### config.mk
export PLATFORM = sky130hd
export DESIGN_NAME = row_bound_scan_ctrl_flat
export DESIGN_NICKNAME = d
export VERILOG_FILES = /design/src/rtl/cdf_pkg.sv /design/src/rtl/row_bound_scan_ctrl_if.sv /design/src/rtl/row_bound_scan_ctrl.sv /design/src/flat_wrapper.sv
export SDC_FILE = /design/constraint.sdc
export NUM_CORES = 1
export LEC_CHECK = 0
export ABC_AREA = 0
export CAP_MARGIN = 10
export CORE_ASPECT_RATIO = 2
export CORE_MARGIN = 2
export CORE_UTILIZATION = 50
export DETAILED_ROUTE_END_ITERATION = 10
export PLACE_DENSITY = 0.75
export SLEW_MARGIN = 0
export SYNTH_ARGS = -nofsm -noshare
export SYNTH_HDL_FRONTEND = slang
export SYNTH_SLANG_ARGS = --single-unit
### constraint.sdc
create_clock -name i_clk -period 7.7 [get_ports i_clk]
set_clock_uncertainty 0.15 [all_clocks]
set_input_delay 0.77 -clock i_clk [delete_from_list [all_inputs] [get_ports i_clk]]
set_output_delay 0.77 -clock i_clk [all_outputs]
set_load 0.02 [all_outputs]
### src/rtl/cdf_pkg.sv
// Shared definitions for the connected-domain filter row-scan logic.
// Holds the scan state encoding, scan direction constants, the pixel-word
// width and the helper that sizes a bit-position field for a row length width.
package cdf_pkg;

  typedef enum logic [2:0] {
    ST_IDLE,
    ST_L_ADDR,
    ST_L_WAIT,
    ST_L_DET,
    ST_R_ADDR,
    ST_R_WAIT,
    ST_R_DET,
    ST_DONE
  } scan_state_e;

  localparam logic DIR_LEFT  = 1'b0;
  localparam logic DIR_RIGHT = 1'b1;

  localparam int unsigned WORD_BITS = 32;
  localparam int unsigned IDX_W     = $clog2(WORD_BITS);

  // Position = word_offset * WORD_BITS + bit_index.
  function automatic int unsigned pos_width(input int unsigned len_w);
    return len_w + IDX_W;
  endfunction

endpackage

### src/rtl/row_bound_scan_ctrl_if.sv
// BRAM address / bound-detector handshake between the row scan sequencer
// (master) and the shared bound detector plus its BRAM read port (slave).
//   o_bram_addr             : word address of the row word under test
//   o_det_trig              : detector trigger, held until i_det_done
//   o_det_left_or_right     : 0 = left search, 1 = right search
//   i_det_bound_index       : bit index reported by the detector
//   i_det_is_bound_detected : detector found a bound in this word
//   i_det_done              : detector completion pulse
interface row_bound_scan_ctrl_if
  import cdf_pkg::*;
#(
  parameter int unsigned ADDR_W = 13
);

  logic [ADDR_W-1:0] o_bram_addr;
  logic              o_det_trig;
  logic              o_det_left_or_right;
  logic [IDX_W-1:0]  i_det_bound_index;
  logic              i_det_is_bound_detected;
  logic              i_det_done;

  modport master (
    output o_bram_addr, o_det_trig, o_det_left_or_right,
    input  i_det_bound_index, i_det_is_bound_detected, i_det_done
  );

  modport slave (
    input  o_bram_addr, o_det_trig, o_det_left_or_right,
    output i_det_bound_index, i_det_is_bound_detected, i_det_done
  );

endinterface

### src/rtl/row_bound_scan_ctrl.sv
// Row bound scan sequencer: walks a row forward to find its leftmost
// foreground pixel, then backward from the row end to find the rightmost,
// driving BRAM addresses and the shared bound detector.
// Ports:
//   i_clk, i_rst (sync, active-high)
//   i_start, i_row_base, i_row_words : row request from the scheduler
//   o_busy, o_done, o_found, o_left_pos, o_right_pos, o_err : status/result
//   det_if (master) : BRAM address + detector handshake
// Optional build macro ROW_SCAN_TIMEOUT_EN adds a detector watchdog that
// aborts a scan with o_err after TIMEOUT_CYC cycles of o_det_trig.
module row_bound_scan_ctrl
  import cdf_pkg::*;
#(
  parameter int unsigned  ADDR_W      = 13,
  parameter int unsigned  LEN_W       = 8,
  parameter int unsigned  RD_LAT      = 1,
`ifdef ROW_SCAN_TIMEOUT_EN
  parameter int unsigned  TIMEOUT_CYC = 64,
`endif
  localparam int unsigned POS_W       = pos_width(LEN_W)
) (
  input  logic                 i_clk,
  input  logic                 i_rst,
  input  logic                 i_start,
  input  logic [ADDR_W-1:0]    i_row_base,
  input  logic [LEN_W-1:0]     i_row_words,
  output logic                 o_busy,
  output logic                 o_done,
  output logic                 o_found,
  output logic [POS_W-1:0]     o_left_pos,
  output logic [POS_W-1:0]     o_right_pos,
  output logic                 o_err,
  row_bound_scan_ctrl_if.master det_if
);

  localparam int unsigned WCNT_W = (RD_LAT > 1) ? $clog2(RD_LAT) : 1;

  scan_state_e       state_q, state_d;
  logic [ADDR_W-1:0] base_q, base_d;
  logic [LEN_W-1:0]  words_q, words_d;
  logic [LEN_W-1:0]  off_q, off_d;
  logic [WCNT_W-1:0] wcnt_q, wcnt_d;
  logic [POS_W-1:0]  left_pos_q, left_pos_d;
  logic [POS_W-1:0]  right_pos_q, right_pos_d;
  logic              left_hit_q, left_hit_d;
  logic              found_q, found_d;
  logic              err_q, err_d;
  logic              done_q, done_d;
  logic              busy_q, busy_d;
  logic [ADDR_W-1:0] addr_q, addr_d;
  logic              trig_q, trig_d;
  logic              dir_q, dir_d;

  logic [LEN_W-1:0]  last_off_c;
  logic [LEN_W-1:0]  left_word_c;
  logic              timeout_c;

`ifdef ROW_SCAN_TIMEOUT_EN
  localparam int unsigned TCNT_W = $clog2(TIMEOUT_CYC);
  logic [TCNT_W-1:0] tcnt_q;

  // Cycles spent in the current detect state; restarts on every new word.
  always_ff @(posedge i_clk) begin
    if (i_rst) begin
      tcnt_q <= '0;
    end else if (state_q inside {ST_L_DET, ST_R_DET}) begin
      tcnt_q <= tcnt_q + TCNT_W'(1);
    end else begin
      tcnt_q <= '0;
    end
  end

  // o_done trails the DONE state by a cycle, so abort one cycle early to
  // land o_done exactly TIMEOUT_CYC cycles after the trigger rose.
  assign timeout_c = (tcnt_q == TCNT_W'(TIMEOUT_CYC - 2));
`else
  assign timeout_c = 1'b0;
`endif

  // Next-state, datapath and registered-output logic.
  always_comb begin
    state_d     = state_q;
    base_d      = base_q;
    words_d     = words_q;
    off_d       = off_q;
    wcnt_d      = wcnt_q;
    left_pos_d  = left_pos_q;
    right_pos_d = right_pos_q;
    left_hit_d  = left_hit_q;
    found_d     = found_q;
    err_d       = err_q;
    done_d      = 1'b0;
    last_off_c  = words_q - LEN_W'(1);
    left_word_c = left_pos_q[POS_W-1:IDX_W];

    case (state_q)
      ST_IDLE: begin
        if (i_start) begin
          base_d      = i_row_base;
          words_d     = i_row_words;
          off_d       = '0;
          left_pos_d  = '0;
          right_pos_d = '0;
          left_hit_d  = 1'b0;
          found_d     = 1'b0;
          err_d       = 1'b0;
          state_d     = (i_row_words == '0) ? ST_DONE : ST_L_ADDR;
        end
      end
      ST_L_ADDR: begin
        wcnt_d  = '0;
        state_d = ST_L_WAIT;
      end
      ST_L_WAIT: begin
        if (wcnt_q == WCNT_W'(RD_LAT - 1)) state_d = ST_L_DET;
        else                               wcnt_d  = wcnt_q + WCNT_W'(1);
      end
      ST_L_DET: begin
        if (det_if.i_det_done) begin
          if (det_if.i_det_is_bound_detected) begin
            left_pos_d = {off_q, det_if.i_det_bound_index};
            left_hit_d = 1'b1;
            off_d      = last_off_c;
            state_d    = ST_R_ADDR;
          end else if (off_q < last_off_c) begin
            off_d   = off_q + LEN_W'(1);
            state_d = ST_L_ADDR;
          end else begin
            state_d = ST_DONE;
          end
        end else if (timeout_c) begin
          err_d   = 1'b1;
          state_d = ST_DONE;
        end
      end
      ST_R_ADDR: begin
        wcnt_d  = '0;
        state_d = ST_R_WAIT;
      end
      ST_R_WAIT: begin
        if (wcnt_q == WCNT_W'(RD_LAT - 1)) state_d = ST_R_DET;
        else                               wcnt_d  = wcnt_q + WCNT_W'(1);
      end
      ST_R_DET: begin
        if (det_if.i_det_done) begin
          if (det_if.i_det_is_bound_detected) begin
            right_pos_d = {off_q, det_if.i_det_bound_index};
            state_d     = ST_DONE;
          end else if (off_q > left_word_c) begin
            off_d   = off_q - LEN_W'(1);
            state_d = ST_R_ADDR;
          end else begin
            // The left word always holds a pixel; never expected with a sane detector.
            right_pos_d = left_pos_q;
            state_d     = ST_DONE;
          end
        end else if (timeout_c) begin
          err_d   = 1'b1;
          state_d = ST_DONE;
        end
      end
      ST_DONE: begin
        done_d  = 1'b1;
        found_d = left_hit_q & ~err_q;
        state_d = ST_IDLE;
      end
      default: state_d = ST_IDLE;
    endcase

    busy_d = (state_d != ST_IDLE);
    trig_d = (state_d inside {ST_L_DET, ST_R_DET});
    dir_d  = (state_d inside {ST_R_ADDR, ST_R_WAIT, ST_R_DET}) ? DIR_RIGHT : DIR_LEFT;
    addr_d = addr_q;
    if (state_d inside {ST_L_ADDR, ST_R_ADDR}) begin
      addr_d = base_d + ADDR_W'(off_d);
    end
  end

  // State and output registers.
  always_ff @(posedge i_clk) begin
    if (i_rst) begin
      state_q     <= ST_IDLE;
      base_q      <= '0;
      words_q     <= '0;
      off_q       <= '0;
      wcnt_q      <= '0;
      left_pos_q  <= '0;
      right_pos_q <= '0;
      left_hit_q  <= 1'b0;
      found_q     <= 1'b0;
      err_q       <= 1'b0;
      done_q      <= 1'b0;
      busy_q      <= 1'b0;
      addr_q      <= '0;
      trig_q      <= 1'b0;
      dir_q       <= DIR_LEFT;
    end else begin
      state_q     <= state_d;
      base_q      <= base_d;
      words_q     <= words_d;
      off_q       <= off_d;
      wcnt_q      <= wcnt_d;
      left_pos_q  <= left_pos_d;
      right_pos_q <= right_pos_d;
      left_hit_q  <= left_hit_d;
      found_q     <= found_d;
      err_q       <= err_d;
      done_q      <= done_d;
      busy_q      <= busy_d;
      addr_q      <= addr_d;
      trig_q      <= trig_d;
      dir_q       <= dir_d;
    end
  end

  assign o_busy                     = busy_q;
  assign o_done                     = done_q;
  assign o_found                    = found_q;
  assign o_left_pos                 = left_pos_q;
  assign o_right_pos                = right_pos_q;
  assign o_err                      = err_q;
  assign det_if.o_bram_addr         = addr_q;
  assign det_if.o_det_trig          = trig_q;
  assign det_if.o_det_left_or_right = dir_q;

endmodule

### src/flat_wrapper.sv
// flat-port wrapper written by rule: the top's interface ports become plain ports
module row_bound_scan_ctrl_flat import cdf_pkg::*;
#(
  parameter int unsigned  ADDR_W      = 13,
  parameter int unsigned  LEN_W       = 8,
  parameter int unsigned  RD_LAT      = 1,

  localparam int unsigned POS_W       = pos_width(LEN_W)
)
  (i_clk, i_rst, i_start, i_row_base, i_row_words, o_busy, o_done, o_found, o_left_pos, o_right_pos, o_err, det_if_o_bram_addr, det_if_o_det_trig, det_if_o_det_left_or_right, det_if_i_det_bound_index, det_if_i_det_is_bound_detected, det_if_i_det_done);
  row_bound_scan_ctrl_if #(.ADDR_W(ADDR_W)) det_if_i ();
  input  logic i_clk;
  input  logic i_rst;
  input  logic i_start;
  input  logic [ADDR_W-1:0] i_row_base;
  input  logic [LEN_W-1:0] i_row_words;
  output logic o_busy;
  output logic o_done;
  output logic o_found;
  output logic [POS_W-1:0] o_left_pos;
  output logic [POS_W-1:0] o_right_pos;
  output logic o_err;
  output wire logic [$bits(det_if_i.o_bram_addr)-1:0] det_if_o_bram_addr;
  output wire logic [$bits(det_if_i.o_det_trig)-1:0] det_if_o_det_trig;
  output wire logic [$bits(det_if_i.o_det_left_or_right)-1:0] det_if_o_det_left_or_right;
  input wire logic [$bits(det_if_i.i_det_bound_index)-1:0] det_if_i_det_bound_index;
  input wire logic [$bits(det_if_i.i_det_is_bound_detected)-1:0] det_if_i_det_is_bound_detected;
  input wire logic [$bits(det_if_i.i_det_done)-1:0] det_if_i_det_done;
  assign det_if_o_bram_addr = det_if_i.o_bram_addr;
  assign det_if_o_det_trig = det_if_i.o_det_trig;
  assign det_if_o_det_left_or_right = det_if_i.o_det_left_or_right;
  assign det_if_i.i_det_bound_index = det_if_i_det_bound_index;
  assign det_if_i.i_det_is_bound_detected = det_if_i_det_is_bound_detected;
  assign det_if_i.i_det_done = det_if_i_det_done;
  row_bound_scan_ctrl #(.ADDR_W(ADDR_W), .LEN_W(LEN_W), .RD_LAT(RD_LAT)) u_core (.i_clk(i_clk), .i_rst(i_rst), .i_start(i_start), .i_row_base(i_row_base), .i_row_words(i_row_words), .o_busy(o_busy), .o_done(o_done), .o_found(o_found), .o_left_pos(o_left_pos), .o_right_pos(o_right_pos), .o_err(o_err), .det_if(det_if_i));
endmodule
==> reports/results.txt, run 1 <==
Before CTS, the worst setup slack after placement is 2.35 ns. The relative slew slack is 27.9%. The core outline area is 9260 µm².

The library cells used most frequently in the layout, excluding fill and tap cells, are sky130_fd_sc_hd__nand2_1, sky130_fd_sc_hd__dfxtp_1, sky130_fd_sc_hd__clkdlybuf4s50_1. In this run the cell area measured after placement is 5470 µm². For the number of hold-slack violations in the final timing report, the log shows 0. Counting tap cells, the placed design contains a total of 739 instances. The worst setup path is launched from a flip-flop. The worst setup path is of the reg -> reg kind. The timing-limited maximum frequency is 186 MHz, and the post-route worst hold slack is 0.310 ns.

The tools report the portion of the post-synthesis area used by sequential elements as 32.9%. For the finished layout, the period the worst path requires is 5.39 ns. For the via count of the first global-routing pass, the log shows 4,381.

The die is 72.5 µm wide. The post-route worst setup slack came out at 2.31 ns. Setup repair after global routing left no endpoint under its margin. The path class of the tightest hold or removal check is reg -> reg. The mapped netlist covers 4690 µm². The pre-antenna-repair detailed-routing pass consisted of 5 iterations. The number of failing setup endpoints in the final timing report is 0, and the chip height is 141 µm.

Power density over the cells: 194 nW/µm². The proportion of power drawn by combinational gates is 20.3%, and the fraction of power spent switching nets is 29.2%. The run gives 28.3% as the overall global routing resource usage.

For the total I/O pin count, the log shows 76. The detailed-route wire length per cell was 18.8 µm; the slew of the pin with the lowest slew margin was 1.08 ns. The final design area excluding fillers was 5790 µm². The leakage power is 2.26 nW, and the async set-or-reset flop fraction in the synthesized netlist is 0%. Via count normalized by instance count: 6.01. The first global-routing pass estimated 22.0 mm of wire.

Post-CTS repair changed the size of 0 cells. Synthesis instantiated 62 different standard cells from the library. The internal portion of the total power is 0.795 mW. Summed over all failing endpoints, the final setup total negative slack is 0 ns. After the first detailed-routing iteration, the DRC count stood at 259. Across the VDD grid, the largest voltage drop is 137 µV. The DRC violations left came out at 0. The most critical setup path has its startpoint at u_core.words_q[2]. The number of synthesized flops with an enable pin is 0. The tools report the number of antenna violations at the first check in global routing as 0.

The post-synth net total is 644. The post-route netlist has 6.45% of its cells at a drive strength greater than 1. The floorplan has 50 rows. The latest clock arrival within the worst-skew pair was 0.34 ns; the post-synthesis register bit count was 77. In this run the worst path has a maximum fanout of 5. For the power share of the clock group, the log shows 41.2%. Antenna violation net count after detailed routing: 0.

CTS saw 77 sinks. Counting the fill cells in the layout gives 859. The run gives 0 as the count of antenna diodes in the layout.

The flow ran to the end, and the final reports show no timing, DRC or antenna violations. Once layout is complete, the cells apart from fillers number 755. The startpoint of the worst-slack reg-to-reg timing path was u_core.words_q[2]. The synthesized area divided by synthesized cell count came out at 8.00 µm². Leaving out fill and tap cells, the most frequent cell in the layout is sky130_fd_sc_hd__nand2_1. The tools report the number of slew-limit violations in the final report as 0. Entering global routing, the biggest net connects 69 pins. For this configuration, the core starts out at a cell density of 50.7%. At the worst endpoint, the required time is 7.82 ns.

Dividing the final minimum period by the clock period gives 70.0%. The routed layout has 4,538 vias. The area growth from synthesis to layout is 23.5%. The most used flip-flop cell after synthesis is sky130_fd_sc_hd__dfxtp_1.

The run gives 10,200 µm² as the area of the die. Registers are responsible for 38.5% of the overall power. The total number of nets in the final design was 704. After clock tree synthesis, the clock-pin slew on the worst setup and hold paths is 0.06 ns. In this run the tool buffered the top-level ports with 74 buffer cells. The number of buffers created by CTS came out at 9. Data arrival time of the critical path: 5.51 ns.

TritonCTS built the clock tree. The run gives 0 as the number of maximum-capacitance violations. After legalization and detailed placement, the total HPWL measured 11.0 mm. The tools report the endpoint class of the critical path as a flip-flop. Overall power consumption after layout is estimated at 1.12 mW.

The cell at the root of the clock tree is sky130_fd_sc_hd__clkbuf_16. In this run the deepest clock path goes through 2 buffers. The cts-stage hold buffer count was 0; the final weighted congestion of routability-driven global placement was 1.02. In this run the most critical hold path is launched from u_core.det_if.o_bram_addr[6].

The run gives 586 as the cell count after synthesis. The overflow left after global routing was 0; the post-CTS setup buffer count was 0. The wire length after detailed routing is 14.2 mm.

Share of the core filled with cells: 62.6%. Net switching component of the power: 0.327 mW. The number of warnings reported in the yosys synthesis log came out at 0.

The clock tree synthesis step divided the H-tree into 3 levels.
## layout make-up
class	count	area (µm²)	area share [%]
clock buffers	9	225	3.89
clock inverters	7	98.8	1.71
inverters	27	101	1.75
multi-input cells	451	2920	50.3
flip-flops and latches	77	1540	26.6
well taps	104	130	2.25
repair buffers	80	781	13.5
## cell families (layout without fill, tap and decap cells)
logic type | after synthesis | count (layout) | share of synthesized area (%)
buffers and inverters | 58 | 123 | 5.15
AND/OR/NAND/NOR | 219 | 219 | 21.7
multiplexers | 38 | 38 | 8.19
adder cells (fa/ha/maj) | 27 | 27 | 7.36
other | 1 | 1 | 0.0799
AO/OA/AOI/OAI | 146 | 146 | 20.4
flip-flops | 77 | 77 | 32.9
XOR/XNOR | 20 | 20 | 4.29
## synth_stat cells (all sizes together), types with 3 or more instances
cell	number	area share [%]
o211a	3	0.64
nor2b	5	0.67
a21o	3	0.64
or2	3	0.40
a31oi	4	0.53
a2111oi	6	1.3
o22ai	5	0.67
nand2b	3	0.40
xnor2	10	2.3
dfxtp	77	33
and3	5	0.67
and2	3	0.40
mux2	3	0.72
a22oi	15	2.4
or4	3	0.48
xor2	10	2.0
inv	27	2.2
nor2	69	5.9
a211oi	7	1.4
mux2i	35	7.5
nor3	12	1.4
a21oi	49	5.2
ha	26	6.9
nand4	7	0.93
o21ai	28	3.0
nand3	19	2.0
nand2	78	6.2
buf	14	1.6
clkbuf	17	1.4
o211ai	11	1.8
## power groups by stage
| stage | combinational (mW) | sequential, mW | clock [mW] |
|---|---|---|---|
| detailed placement | 0.228 | 0.441 | 0 |
| finish | 0.228 | 0.432 | 0.462 |
| global route | 0.249 | 0.434 | 0.485 |
| floorplan | 0.145 | 0.445 | 0 |
| global placement | 0.224 | 0.440 | 0 |
| CTS | 0.229 | 0.432 | 0.467 |
## path summary, 6_finish.rpt
| path | to | cells after the start | slack [ns] |
|---|---|---|---|
| worst max-delay path | u_core.det_if.o_bram_addr[12] | 22 | 2.31 |
| worst min-delay path | u_core.det_if.o_bram_addr[6] | 2 | 0.31 |
| worst max register to register | u_core.det_if.o_bram_addr[12] | 22 | 2.31 |
| worst min register to register | u_core.det_if.o_bram_addr[6] | 2 | 0.31 |
## worst max-delay path, stage by stage (launching register included)
cell and delay (ns):
sky130_fd_sc_hd__dfxtp_1 0.35, sky130_fd_sc_hd__nor3_1 0.27, sky130_fd_sc_hd__nand2b_1 0.11, sky130_fd_sc_hd__or4_1 0.43
sky130_fd_sc_hd__xnor2_1 0.23, sky130_fd_sc_hd__inv_1 0.07, sky130_fd_sc_hd__ha_1 0.29, sky130_fd_sc_hd__a21oi_1 0.13
sky130_fd_sc_hd__o21ai_0 0.25, sky130_fd_sc_hd__a211oi_1 0.46, sky130_fd_sc_hd__a2111oi_0 0.13, sky130_fd_sc_hd__or3_1 0.37
sky130_fd_sc_hd__nand2_1 0.11, sky130_fd_sc_hd__nand3_1 0.09, sky130_fd_sc_hd__ha_1 0.24, sky130_fd_sc_hd__fa_1 0.41
sky130_fd_sc_hd__a21oi_1 0.21, sky130_fd_sc_hd__o22ai_1 0.15, sky130_fd_sc_hd__o31a_1 0.32, sky130_fd_sc_hd__nand2_1 0.09
sky130_fd_sc_hd__xor2_1 0.17, sky130_fd_sc_hd__nand4_1 0.13, sky130_fd_sc_hd__o21ai_0 0.14
## sequential cells by signal, indices dropped and copies added (netlist names)
name,flops
u_core.state_q,3
u_core.o_busy,1
u_core.det_if.o_det_trig,1
u_core.o_done,1
u_core.o_found,1
u_core.off_q,8
u_core.o_left_pos,13
u_core.words_q,8
u_core.base_q,13
u_core.left_hit_q,1
u_core.det_if.o_bram_addr,13
u_core.o_right_pos,13
u_core.det_if.o_det_left_or_right,1
## layer usage
metal	vias up	wire, µm	GRT usage, %
met4	0	1180	22.4
met5	-	0	0
met2	143	7790	52.8
met3	61	442	3.29
met1	2137	4800	26.5
li1	2197	-	-
(Power assumes the default switching activity.)
==> run 2: changes to the inputs <==
- clock period: 7.7 -> 5.2 ns (I/O delays scaled with it)
==> reports/results.txt, run 2 (synthesis gave the netlist of run 1 again) <==
The timing-limited maximum frequency came out at 206 MHz (+11%). The end of the worst hold path was u_core.base_q[7]. The delay contributed by the slowest stage of the critical path is 0.45 ns (about the same), and the via count of the first global-routing pass is 4,736 (+8.1%).

The logs give 2.33 nW (+3.1%) for the leakage power and 0 (unchanged) for the number of hold-slack violations in the final timing report. The leading cell type in the layout, fill and taps excluded was sky130_fd_sc_hd__nand2_1. The area taken by flip-flops and latches was 1540 µm² (unchanged); the count of buffer and inverter cells on the critical path was 1 (unchanged). The run gives 0 (unchanged) as the number of failing setup endpoints in the final timing report. Effective utilization at floorplan: 50.7% (unchanged). The tools report the peak supply drop as 205 µV (+50%). The critical path is of the reg -> reg type. The maximum fanout count along the critical path works out to 5 (unchanged). The detailed-route wire length per cell was 18.4 µm (-1.9%); the post-route worst setup slack was 0.344 ns (-1.97 ns). The slew of the pin with the lowest slew margin was 0.768 ns (-0.313 ns). The relative slew slack was 48.7% (+21 points); the number of cell instances on the worst register-to-register path was 20 (-9.1%).

The min-delay analysis places its worst path in the category reg -> reg. The logs give 5.31 ns (-2.51 ns) for the worst endpoint required time and 858 (-0.12%) for the number of inserted filler cells in the final layout. The run gives 68 (-1.4%) as the pin count of the biggest net entering global routing. The number of maximum-capacitance violations came out at 0 (unchanged). The tree is rooted in a sky130_fd_sc_hd__clkbuf_16. The run gives 76 (unchanged) as the total I/O pin count. The total number of nets in the final design is 719 (+2.1%), and the chip height is 141 µm (unchanged).

The flow ran to the end, and the final reports show no timing, DRC or antenna violations. The beginning of the worst hold path was u_core.base_q[7]. The critical path goes through nor3_2 > nand2b_1 > or4_1 > xnor2_2 > inv_1 > ha_1 > a21oi_1 > o21ai_2 > a211oi_2 > a2111oi_0 > or3_1 > nand2_1 > nand3_1 > ha_1 > fa_2 > a21oi_2 > o22ai_1 > o31a_1 > xor2_1 > a211oi_2. Area of the die: 10,200 µm² (unchanged). The worst slack at placement is 0.0168 ns (-2.33 ns). The logs give 0 (unchanged) for the number of antenna violations at the first check in global routing and 0 (unchanged) for the count of antenna diodes in the layout. Count of port buffers added during placement: 74 (unchanged). The worst register-to-register path ends at u_core.det_if.o_bram_addr[8].

The antenna violation net count after detailed routing was 0 (unchanged). The power density over the cells came out at 266 nW/µm² (+37%). The cell family contributing the most delay on the critical path is compound AO/OA/AOI/OAI gates. Endpoint class of the critical path: a flip-flop. The violation count after the first detailed-routing iteration is 285 (+10%), and the minimum period implied by the final worst setup slack is 4.86 ns (-0.534 ns). The number of rows created at floorplan is 50 (unchanged).

The tools report the element type at the critical path start as a flip-flop. The number of slew-limit violations in the final report was 0 (unchanged). The run gives 9260 µm² (unchanged) as the core outline area.

The final total negative setup slack is 0 ns (unchanged). For the overflow left after global routing, the log shows 0 (unchanged). The fraction of layout cells with a size suffix above 1 came out at 10.1% (+3.6 points). Setup repair after global routing left no endpoint under its margin.

From synthesis to final layout, the design area changed by 25.9%. The clock transition at the registers of the reported paths was 0.06 ns (about the same). TritonCTS built the clock tree. The final weighted congestion of routability-driven global placement is 0.936 (-8.1%). For the detailed-router iteration count before antenna repair, the log shows 5 (unchanged). The largest individual stage delay along the critical path comes from the cell sky130_fd_sc_hd__or4_1. The wire length after detailed routing is 14.2 mm (about the same).

The hold-critical path depth is 2 (unchanged). The ratio of final minimum period to clock period was 93.4% (+23 points). The number of buffers created by CTS was 9 (unchanged).

The tools report the sum of net half-perimeters after detailed placement as 10.9 mm (-1.1%). The startpoint identified for the worst register-to-register timing path is u_core.words_q[3]. The tools report the global-route wire length before repair as 23.1 mm (+5.1%). The area of the multi-input gates was 2960 µm² (+1.6%).

The tools report the CTS sink count as 77 (unchanged). The overall global routing resource usage is 29.4% (+1.1 points), and the via count normalized by instance count is 5.96 (-0.85%). The data arrival time of the critical path came out at 4.96 ns (-0.55 ns). The DRC violations left came out at 0 (unchanged). The die span in x is 72.5 µm (unchanged). The run gives 2 (unchanged) as the maximum buffer depth of the clock tree.

The tools report the setup slack of the worst register-to-register path as 0.34 ns (-1.97 ns). The tools report the latest clock arrival within the worst-skew pair as 0.34 ns (about the same). The routed via count was 4,589 (+1.1%). The tools report the maximum level of the CTS H-tree as 3 (unchanged). In the layout the commonest cells are sky130_fd_sc_hd__nand2_1, sky130_fd_sc_hd__dfxtp_1, sky130_fd_sc_hd__clkdlybuf4s50_1.
## run 2: changes by cell type in the layout (fill, tap and decap cells not counted), sizes merged
cell / before / now
buf: 7 / 22
bufinv: 2 / 0
clkinv: 3 / 4
clkinvlp: 1 / 2
## run 2: cell type report
class                   count  area share, %
clock buffers               9           3.81
clock inverters             7          0.869
inverters                  27           1.72
multi-input cells         451           50.2
flip-flops and latches     77           26.1
well taps                 104           2.20
repair buffers             95           15.1
## run 2: per-layer routing
| layer | wire length [µm] | share of wire (%) | GRT usage [%] |
|---|---|---|---|
| met5 | 0 | 0 | 0 |
| met4 | 795 | 5.6 | 18.3 |
| met3 | 481 | 3.4 | 5.15 |
| met2 | 8170 | 57 | 56.1 |
| met1 | 4760 | 34 | 27.4 |
## run 2: worst max path at each step
stage | cells after the start | slack, ns | startpoint | end
detailed placement | 20 | 0.02 | u_core.words_q[2] | u_core.det_if.o_bram_addr[8]
floorplan | 22 | 0.57 | u_core.words_q[2] | u_core.det_if.o_bram_addr[10]
global placement | 22 | 0.20 | u_core.words_q[2] | u_core.det_if.o_bram_addr[10]
finish | 20 | 0.34 | u_core.words_q[3] | u_core.det_if.o_bram_addr[8]
global route | 23 | 0.006 | u_core.words_q[3] | u_core.det_if.o_bram_addr[10]
CTS | 20 | 0.12 | u_core.words_q[2] | u_core.det_if.o_bram_addr[8]
## run 2: worst register-to-register path, cell delays in order, from the launching register on
cell                        delay, ns
sky130_fd_sc_hd__dfxtp_1         0.36
sky130_fd_sc_hd__nor3_2          0.20
sky130_fd_sc_hd__nand2b_1        0.09
sky130_fd_sc_hd__or4_1           0.45
sky130_fd_sc_hd__xnor2_2         0.17
sky130_fd_sc_hd__inv_1           0.06
sky130_fd_sc_hd__ha_1            0.29
sky130_fd_sc_hd__a21oi_1         0.19
sky130_fd_sc_hd__o21ai_2         0.14
sky130_fd_sc_hd__a211oi_2        0.30
sky130_fd_sc_hd__a2111oi_0       0.10
sky130_fd_sc_hd__or3_1           0.36
sky130_fd_sc_hd__nand2_1         0.10
sky130_fd_sc_hd__nand3_1         0.08
sky130_fd_sc_hd__ha_1            0.25
sky130_fd_sc_hd__fa_2            0.37
sky130_fd_sc_hd__a21oi_2         0.17
sky130_fd_sc_hd__o22ai_1         0.12
sky130_fd_sc_hd__o31a_1          0.35
sky130_fd_sc_hd__xor2_1          0.20
sky130_fd_sc_hd__a211oi_2        0.28
## run 2: where the power goes
| group | internal (mW) | switching (mW) | total [mW] |
|---|---|---|---|
| Combinational | 0.148 | 0.207 | 0.355 |
| Clock | 0.324 | 0.254 | 0.578 |
| Sequential | 0.617 | 0.0226 | 0.640 |
| Total | 1.09 | 0.483 | 1.57 |
## run 2: repair_timing
| item | 4_1_cts | 5_1_grt |
|---|---|---|
| setup buffers | 0 | 3 |
| pin swaps | 0 | 6 |
| endpoints found under the setup margin | 1 | 8 |
| hold buffers | 0 | 0 |
| resized for setup | 1 | 13 |
## run 2: through the flow
step           utilization, %  std cells  hold slack, ns  power, mW  cell area (µm²)
2_1_floorplan               -        586           0.294      0.873             4690
3_5_place_dp             60.1        751           0.302      0.997             5560
3_3_place_gp             60.1        751           0.296      0.990             5560
5_1_grt                  63.8        770           0.341       1.65             5910
6_report                 63.8        770           0.314       1.57             5910
4_1_cts                  63.1        767           0.317       1.58             5840
==> run 3: changes to the inputs <==
- CORE_UTILIZATION: 50 -> 40
- PLACE_DENSITY: 0.75 -> unset
==> reports/results.txt, run 3 (synthesis gave the netlist of run 1 again) <==
The maximum fanout count along the critical path came out at 6 (+1). Leaving out fill and tap cells, the most frequent cells in the layout are sky130_fd_sc_hd__nand2_1, sky130_fd_sc_hd__dfxtp_1, sky130_fd_sc_hd__clkdlybuf4s50_1. The timing-limited maximum frequency was 204 MHz (-0.81%); the clock transition at the registers of the reported paths was 0.06 ns (about the same). For the total number of nets in the final design, the log shows 713 (-0.83%). The cell at the root of the clock tree is sky130_fd_sc_hd__clkbuf_16.

For the worst endpoint required time, the log shows 5.27 ns (-0.04 ns). The post-route worst hold slack was 0.310 ns (-0.00359 ns); the die span in x was 80.6 µm (+11%). The ratio of final minimum period to clock period is 94.2% (+0.76 points), and the overall global routing resource usage is 21.7% (-7.7 points).

The logs give 5910 µm² (about the same) for the final design area excluding fillers and 4,171 (-12%) for the via count of the first global-routing pass. For the number of failing setup endpoints in the final timing report, the log shows 0 (unchanged). The run finished with clean final reports. The detailed-route wire length per cell was 16.8 µm (-8.7%). The tools report the count of antenna diodes in the layout as 0 (unchanged). Leaving out fill and tap cells, the most frequent cell in the layout is sky130_fd_sc_hd__nand2_1. The number of buffers created by CTS came out at 9 (unchanged). The tools report the placed standard-cell area as 5590 µm² (+0.47%).

The global-route wire length before repair is 21.4 mm (-7.6%), and the antenna violation net count after detailed routing is 0 (unchanged). The tools report the effective utilization at floorplan as 40.6% (-10 points). The peak supply drop is 212 µV (+3.3%).

The layout overhead on the synthesized area was 26.0% (about the same); the total I/O pin count was 76 (unchanged). The number of cell instances on the worst register-to-register path was 20 (unchanged). The count of port buffers added during placement was 74 (unchanged). The run gives 0 (unchanged) as the cts-stage hold buffer count. Element type at the critical path start: a flip-flop.

The final weighted congestion of routability-driven global placement is 0.959 (+2.5%). The run gives 9.76 mm (-10%) as the sum of net half-perimeters after detailed placement. The hold-critical path depth was 2 (unchanged); the worst slack at placement was 0.0917 ns (+0.0750 ns). For the maximum level of the CTS H-tree, the log shows 3 (unchanged). The chip height was 157 µm (+11%); the number of inserted filler cells in the final layout was 1,130 (+32%). The number of slew-limit violations in the final report came out at 0 (unchanged).

TritonCTS built the clock tree. The type of the worst min-delay path is reg -> reg. The area of the die is 12,700 µm² (+24%).

The violation count after the first detailed-routing iteration was 278 (-2.5%); the slew of the pin with the lowest slew margin was 0.778 ns (+0.00948 ns). The share of the core filled with cells is 51.1% (-13 points), and the number of maximum-capacitance violations is 0 (unchanged). The logs give 4,470 (-2.6%) for the routed via count and 1.56 mW (-0.78%) for the overall power of the completed layout. The tools report the DRC violations left as 0 (unchanged). The worst setup path is of the reg -> reg kind. The tools report the CTS sink count as 77 (unchanged). The run gives 0 (unchanged) as the overflow left after global routing. For the relative slew slack, the log shows 48.1% (-0.63 points). The via count normalized by instance count was 5.56 (-6.7%); the number of rows created at floorplan was 56 (+12%). The latest clock arrival within the worst-skew pair is 0.34 ns (about the same). The logs give 11,600 µm² (+25%) for the core outline area and 2 (unchanged) for the maximum buffer depth of the clock tree. Leakage power: 2.31 nW (-0.90%). Wire length after detailed routing: 13.5 mm (-4.7%). For the number of hold-slack violations in the final timing report, the log shows 0 (unchanged). The data arrival time of the critical path was 4.96 ns (about the same); the post-route worst setup slack was 0.304 ns (-0.0396 ns). The minimum period implied by the final worst setup slack is 4.90 ns (+0.0395 ns), and the power density over the cells is 264 nW/µm² (-0.87%). Fraction of layout cells with a size suffix above 1: 8.80% (-1.3 points). The endpoint class of the critical path is a flip-flop. The pin count of the biggest net entering global routing is 69 (+1.5%), and the number of antenna violations at the first check in global routing is 0 (unchanged). The run gives 5 (unchanged) as the detailed-router iteration count before antenna repair.
==> run 3: changes by cell type in the layout (fill, tap and decap cells not counted), sizes merged <==
cell / delta
buf: -6
clkbuf: +2
clkinv: -2
inv: -1
==> run 3: cell type report <==
| type | count | area [µm²] | area share (%) |
|---|---|---|---|
| timing repair buffer | 89 | 848 | 14.4 |
| multi-input combinational | 451 | 2970 | 50.3 |
| tap | 145 | 181 | 3.07 |
| sequential | 77 | 1540 | 26.1 |
| clock buffer | 11 | 243 | 4.11 |
| inverter | 27 | 101 | 1.71 |
| clock inverter | 4 | 25.0 | 0.423 |
==> run 3: metal layers <==
metal  global-route usage [%]  share of wire [%]  vias up
li1                         -                  -     2214
met1                     27.8                 44     2105
met2                     36.2                 50      128
met3                     3.56                3.8       23
met4                     7.99                2.5        0
met5                        0                  0        -
==> run 3: repair_timing <==
action	in CTS	in global routing
setup endpoints to repair	0	7
buffers inserted	0	1
resized for setup	0	11
==> run 3: power breakdown <==
part | total, mW | internal, mW | switching [mW]
sequential | 0.641 | 0.617 | 0.0240
combinational | 0.344 | 0.141 | 0.202
clock | 0.575 | 0.332 | 0.243
==> run 3: final timing paths <==
path	end	slack (ns)	startpoint
max	u_core.det_if.o_bram_addr[9]	0.30	u_core.words_q[2]
min reg2reg	u_core.det_if.o_bram_addr[6]	0.31	u_core.det_if.o_bram_addr[6]
min	u_core.det_if.o_bram_addr[6]	0.31	u_core.det_if.o_bram_addr[6]
max reg2reg	u_core.det_if.o_bram_addr[9]	0.30	u_core.words_q[2]
==> run 3: critical path, stage by stage (launching register included) <==
cell and delay, ns:
sky130_fd_sc_hd__dfxtp_1 0.36, sky130_fd_sc_hd__nor3_2 0.22, sky130_fd_sc_hd__nand2b_1 0.09, sky130_fd_sc_hd__or4_1 0.46, sky130_fd_sc_hd__xnor2_2 0.18, sky130_fd_sc_hd__inv_1 0.06, sky130_fd_sc_hd__ha_1 0.28, sky130_fd_sc_hd__a21oi_1 0.17
sky130_fd_sc_hd__o21ai_2 0.14, sky130_fd_sc_hd__a2111oi_2 0.34, sky130_fd_sc_hd__mux2_2 0.37, sky130_fd_sc_hd__a222oi_1 0.30, sky130_fd_sc_hd__o21ai_0 0.21, sky130_fd_sc_hd__ha_1 0.42, sky130_fd_sc_hd__or2_2 0.14, sky130_fd_sc_hd__a21oi_1 0.05
sky130_fd_sc_hd__a2111oi_0 0.37, sky130_fd_sc_hd__nor2_1 0.11, sky130_fd_sc_hd__xor2_1 0.15, sky130_fd_sc_hd__nand4_1 0.09, sky130_fd_sc_hd__o21ai_0 0.09
==> run 3: stage by stage <==
step | setup TNS, ns | instances
after floorplan | 0 | 586
after global placement | 0 | 788
after detailed placement | 0 | 788
after CTS | 0 | 803
after global routing | -0.00729 | 804
final | 0 | 804
